**src/rtl/mem_port_arbiter.sv**
```systemverilog
// mem_port_arbiter: shares one multi-cycle single-port SRAM between IF (read-only) and MEM (read/write).
// Optional macro ARB_FAIR_EN: when defined, ties alternate between ports via last_owner;
// when undefined, MEM has fixed priority over IF.
module mem_port_arbiter #(
    parameter int ADDR_W      = 32,
    parameter int DATA_W      = 32,
    parameter int WAIT_CYCLES = 3
) (
    input  logic              clk,
    input  logic              rst,
    input  logic              if_req,
    input  logic [ADDR_W-1:0] if_addr,
    output logic [DATA_W-1:0] if_rdata,
    output logic              if_ready,
    input  logic              mem_req,
    input  logic              mem_we,
    input  logic [ADDR_W-1:0] mem_addr,
    input  logic [DATA_W-1:0] mem_wdata,
    output logic [DATA_W-1:0] mem_rdata,
    output logic              mem_ready,
    output logic              sram_en,
    output logic              sram_we,
    output logic [ADDR_W-1:0] sram_addr,
    output logic [DATA_W-1:0] sram_wdata,
    input  logic [DATA_W-1:0] sram_rdata,
    output logic              busy
);

    typedef enum logic [1:0] {IDLE, ACCESS, RESP} state_t;

    localparam logic [3:0] CNT_INIT = 4'(WAIT_CYCLES - 1);

    state_t            state;
    logic [3:0]        cnt;
    logic              owner;
    logic              we_q;
    logic [ADDR_W-1:0] addr_q;
    logic [DATA_W-1:0] wdata_q;
    logic              grant_mem;

`ifdef ARB_FAIR_EN
    logic last_owner;
    assign grant_mem = mem_req && !(if_req && last_owner);
`else
    assign grant_mem = mem_req;
`endif

    assign sram_addr  = addr_q;
    assign sram_wdata = wdata_q;

    // Arbitration FSM: grant in IDLE, count access cycles, pulse owner's ready in RESP
    always_ff @(posedge clk or negedge rst) begin
        if (!rst) begin
            state     <= IDLE;
            cnt       <= '0;
            owner     <= 1'b0;
            we_q      <= 1'b0;
            addr_q    <= '0;
            wdata_q   <= '0;
            if_rdata  <= '0;
            mem_rdata <= '0;
            if_ready  <= 1'b0;
            mem_ready <= 1'b0;
            sram_en   <= 1'b0;
            sram_we   <= 1'b0;
            busy      <= 1'b0;
`ifdef ARB_FAIR_EN
            last_owner <= 1'b0;
`endif
        end else begin
            case (state)
                IDLE: begin
                    if (mem_req || if_req) begin
                        owner   <= grant_mem;
                        we_q    <= grant_mem && mem_we;
                        addr_q  <= grant_mem ? mem_addr : if_addr;
                        wdata_q <= grant_mem ? mem_wdata : '0;
                        cnt     <= CNT_INIT;
                        sram_en <= 1'b1;
                        sram_we <= grant_mem && mem_we;
                        busy    <= 1'b1;
                        state   <= ACCESS;
`ifdef ARB_FAIR_EN
                        last_owner <= grant_mem;
`endif
                    end
                end
                ACCESS: begin
                    if (cnt != 4'd0) begin
                        cnt <= cnt - 4'd1;
                    end else begin
                        sram_en <= 1'b0;
                        sram_we <= 1'b0;
                        state   <= RESP;
                        if (owner) begin
                            mem_ready <= 1'b1;
                            if (!we_q) mem_rdata <= sram_rdata;
                        end else begin
                            if_ready <= 1'b1;
                            if (!we_q) if_rdata <= sram_rdata;
                        end
                    end
                end
                RESP: begin
                    if_ready  <= 1'b0;
                    mem_ready <= 1'b0;
                    busy      <= 1'b0;
                    state     <= IDLE;
                end
                default: state <= IDLE;
            endcase
        end
    end

endmodule

```
**config.mk**
```make
export PLATFORM = sky130hd
export DESIGN_NAME = mem_port_arbiter
export DESIGN_NICKNAME = d
export VERILOG_FILES = /design/src/rtl/mem_port_arbiter.sv
export SDC_FILE = /design/constraint.sdc
export NUM_CORES = 1
export LEC_CHECK = 0
export ABC_CLOCK_PERIOD_IN_PS = 2500
export BUFFER_PORTS_ARGS = -buffer_cell sky130_fd_sc_hd__clkbuf_2
export CORE_UTILIZATION = 49
export CTS_BUF_LIST = sky130_fd_sc_hd__clkbuf_8
export DETAILED_ROUTE_END_ITERATION = 10
export PLACE_DENSITY = 0.83
export SETUP_SLACK_MARGIN = 0.2
export SKIP_LAST_GASP = 1
export SLEW_MARGIN = 20
export SYNTH_ARGS = -nofsm -noshare
export SYNTH_HDL_FRONTEND = slang
export SYNTH_SLANG_ARGS = --single-unit
```
**constraint.sdc**
```tcl
create_clock -name clk -period 2.5 [get_ports clk]
set_input_delay 0.5 -clock clk [delete_from_list [all_inputs] [get_ports clk]]
set_output_delay 0.5 -clock clk [all_outputs]
set_load 0.02 [all_outputs]
```
==> results_dict.tcl <==
set metrics [dict create \
    setup_viol 0 \
    dpl.hpwl_mm 10.53 \
    gp_congestion 0.7836 \
    area_growth_pct 32.82 \
    hold_depth 3 \
    cts_tree "done" \
    synthTopCellsByArea "dfrtp_1, o21ai_0, mux2_4" \
    rsz0062_at_grt "no" \
    yosysTopAreaCell "dfrtp_1" \
    fill_cells 844 \
    portBuffers 265 \
    track_usage_pct 24.78 \
    die_w_um 111.9 \
    dieArea_sq_um 12520 \
    antenna_found_initial 0 \
    max_freq_mhz 450.9 \
    drc_errors 19 \
    die_y_um 111.9 \
    slew_viol_final 0 \
    final_cells 895 \
    failed_checks "design-rule violations" \
    dp_cells 859 \
    drive_above_1_share_pct 51.06 \
    hold_class "input pin to flip-flop" \
    synth-seq-cells 141 \
    clockBufferDepth 2 \
    cts.clk_slew.worst_paths_ns 0.08 \
    ir_worst_vdd_mv 0.6724 \
    vias 4768 \
    syn-cell-area_sq_um 5917 \
    coreArea_sq_um 11610 \
    power_uw 10910 \
    regArea_sq_um 3530 \
    yosysSeqAreaShare_pct 59.63 \
    grt_pass1_wl_mm 23.98 \
    grt_max_degree 65 \
    layout_common_cells "clkbuf_2, dfrtp_1, o21ai_0" \
    cts.htree.levels 4 \
    cts-root-buf "clkbuf_8" \
    fin_crit_sh_pct 88.71 \
    pin_count 266 \
    tns_ns 0 \
    via_per_inst 5.327 \
    powerDensity_nw_per_um2 1388 \
    detail-route-antenna-nets 0 \
    syn_inst 478 \
    synth.distinct_cells 32 \
    cp_data_required_time_ns 2.82 \
    layout_commonest_cell "clkbuf_2" \
    cts_buffers 17 \
    maxCapViolations 0 \
    critPathArrivalTime_ns 2.54 \
    p_leak_uw 0.004188 \
    critPathKind "flip-flop to flip-flop" \
    drtIter0Drc 351 \
    post_drt_wl_per_cell_um 17.16 \
    num-nets-final 874 \
    worst_skew_pair.late_latency_ns 0.44 \
    dr.pass1.iters 11 \
    hold_violations 0 \
    overflow 0 \
    crit_fanout 8 \
    cp-start-kind "flip-flop" \
    cts_sinks 141 \
    n_antenna_cell 0 \
    syn_avg_cell_area_sq_um 12.38 \
    num_rows 39 \
    status "finished with violations" \
    multi_input_area_sq_um 2231 \
    postRouteWirelength_mm 15.36 \
    grt_pass1_vias 4821 \
    start_util_pct 50.95 \
    synth_top_area_share_pct 59.63 \
    cp-end-kind "flip-flop" \
    maxSlewHeadroom_pct 45.38 \
    reg2reg_depth 5 \
    worst-slew-pin-transition_ns 0.8193 \
    clock_skew_ns 0.009205 \
    fin_crit_ns 2.218 \
    ys_warn_count 0 \
    synth_fp_nets 613 \
]
-- critical path, cell delays in order (launching register included) --
cell	delay, ns
dfrtp_1	0.39
inv_2	0.11
ha_4	0.15
or3b_4	0.42
or4_4	0.68
mux2_4	0.34
-- synthesized netlist by cell type, drive strengths merged --
cell type / n
o21ai: 101
nor2: 3
nand2: 36
nand4b: 1
and3: 2
o22ai: 1
nand2b: 2
mux2i: 32
nor2b: 2
a22o: 1
nand3: 34
mux2: 65
clkbuf: 32
o211ai: 1
o21bai: 1
inv: 5
ha: 2
a21o: 2
or3b: 1
or4: 2
dfrtp: 141
a21oi: 1
a31oi: 1
a21boi: 1
nor3b: 1
nor3: 2
a31o: 1
buf: 4
-- cell type report --
class,count,share of cell area [%]
multi-input cells,298,28.39
clock inverters,9,1.958
flip-flops and latches,141,44.91
clock buffers,23,4.028
inverters,5,0.2388
repair buffers,276,18.20
well taps,143,2.277
-- registers in the layout (all words and copies together) (netlist names) --
signal / cells
mem_ready: 1
sram_wdata: 32
sram_en: 1
state: 2
sram_addr: 32
if_rdata: 32
we_q: 1
mem_rdata: 32
sram_we: 1
if_ready: 1
cnt: 4
busy: 1
owner: 1
-- routing by layer --
layer	up-vias	routed length, um	GRT usage [%]
met3	21	1125	7.186
met1	2317	6176	30.35
met4	0	259	10.54
li1	2207	-	-
met2	223	7797	40.95
met5	-	0	0
-- through the flow --
stage               utilization (%)  cell area (sq um)  setup WS (ns)  hold slack (ns)
finish                        67.67               7859         0.2823           0.2898
detailed placement            63.17               7336        0.05878           0.4542
CTS                           67.40               7828         0.2261           0.2572
global route                  67.67               7859         0.2274           0.2671
floorplan                         -               5917         0.3026           0.2044
global placement              63.17               7336         0.1627           0.4506
-- cell families after synthesis --
kind of cell / after synthesis / synth area share [%]
buffers and inverters: 41 / 3.553
multiplexers: 97 / 19.69
AND/OR/NAND/NOR: 86 / 6.936
adder cells (fa/ha/maj): 2 / 0.4229
AO/OA/AOI/OAI: 111 / 9.770
flip-flops: 141 / 59.63
-- power breakdown --
group          switching [uW]  internal (uW)  leakage (uW)
clock                     848           1250      0.000235
combinational            2920           1840       0.00225
sequential                667           3380       0.00170
total                    4440           6470       0.00419
-- path summary, 6_finish.rpt --
path,startpoint,end,slack (ns)
worst max-delay path,cnt[0]$_DFFE_PN0P_,if_rdata[0]$_DFFE_PN0P_,0.28
worst min-delay path,mem_wdata[19],sram_wdata[19]$_DFFE_PN0P_,0.29
worst max register to register,cnt[0]$_DFFE_PN0P_,if_rdata[0]$_DFFE_PN0P_,0.28
worst min register to register,sram_en$_DFFE_PN0P_,sram_en$_DFFE_PN0P_,0.48
max in group asynchronous,rst,if_rdata[0]$_DFFE_PN0P_,1.28
min in group asynchronous,rst,mem_rdata[25]$_DFFE_PN0P_,0.57
-- timing repair --
item | CTS | global route
gates cloned | 1 | 1
gates resized for setup | 1 | 5
endpoints found under the setup margin | 32 | 32
hold endpoints to repair | 43 | 0
setup buffers | 0 | 1
pin swaps | 1 | 1
hold buffers | 1 | 0
No activity file was read; power rests on OpenSTA's default activity.
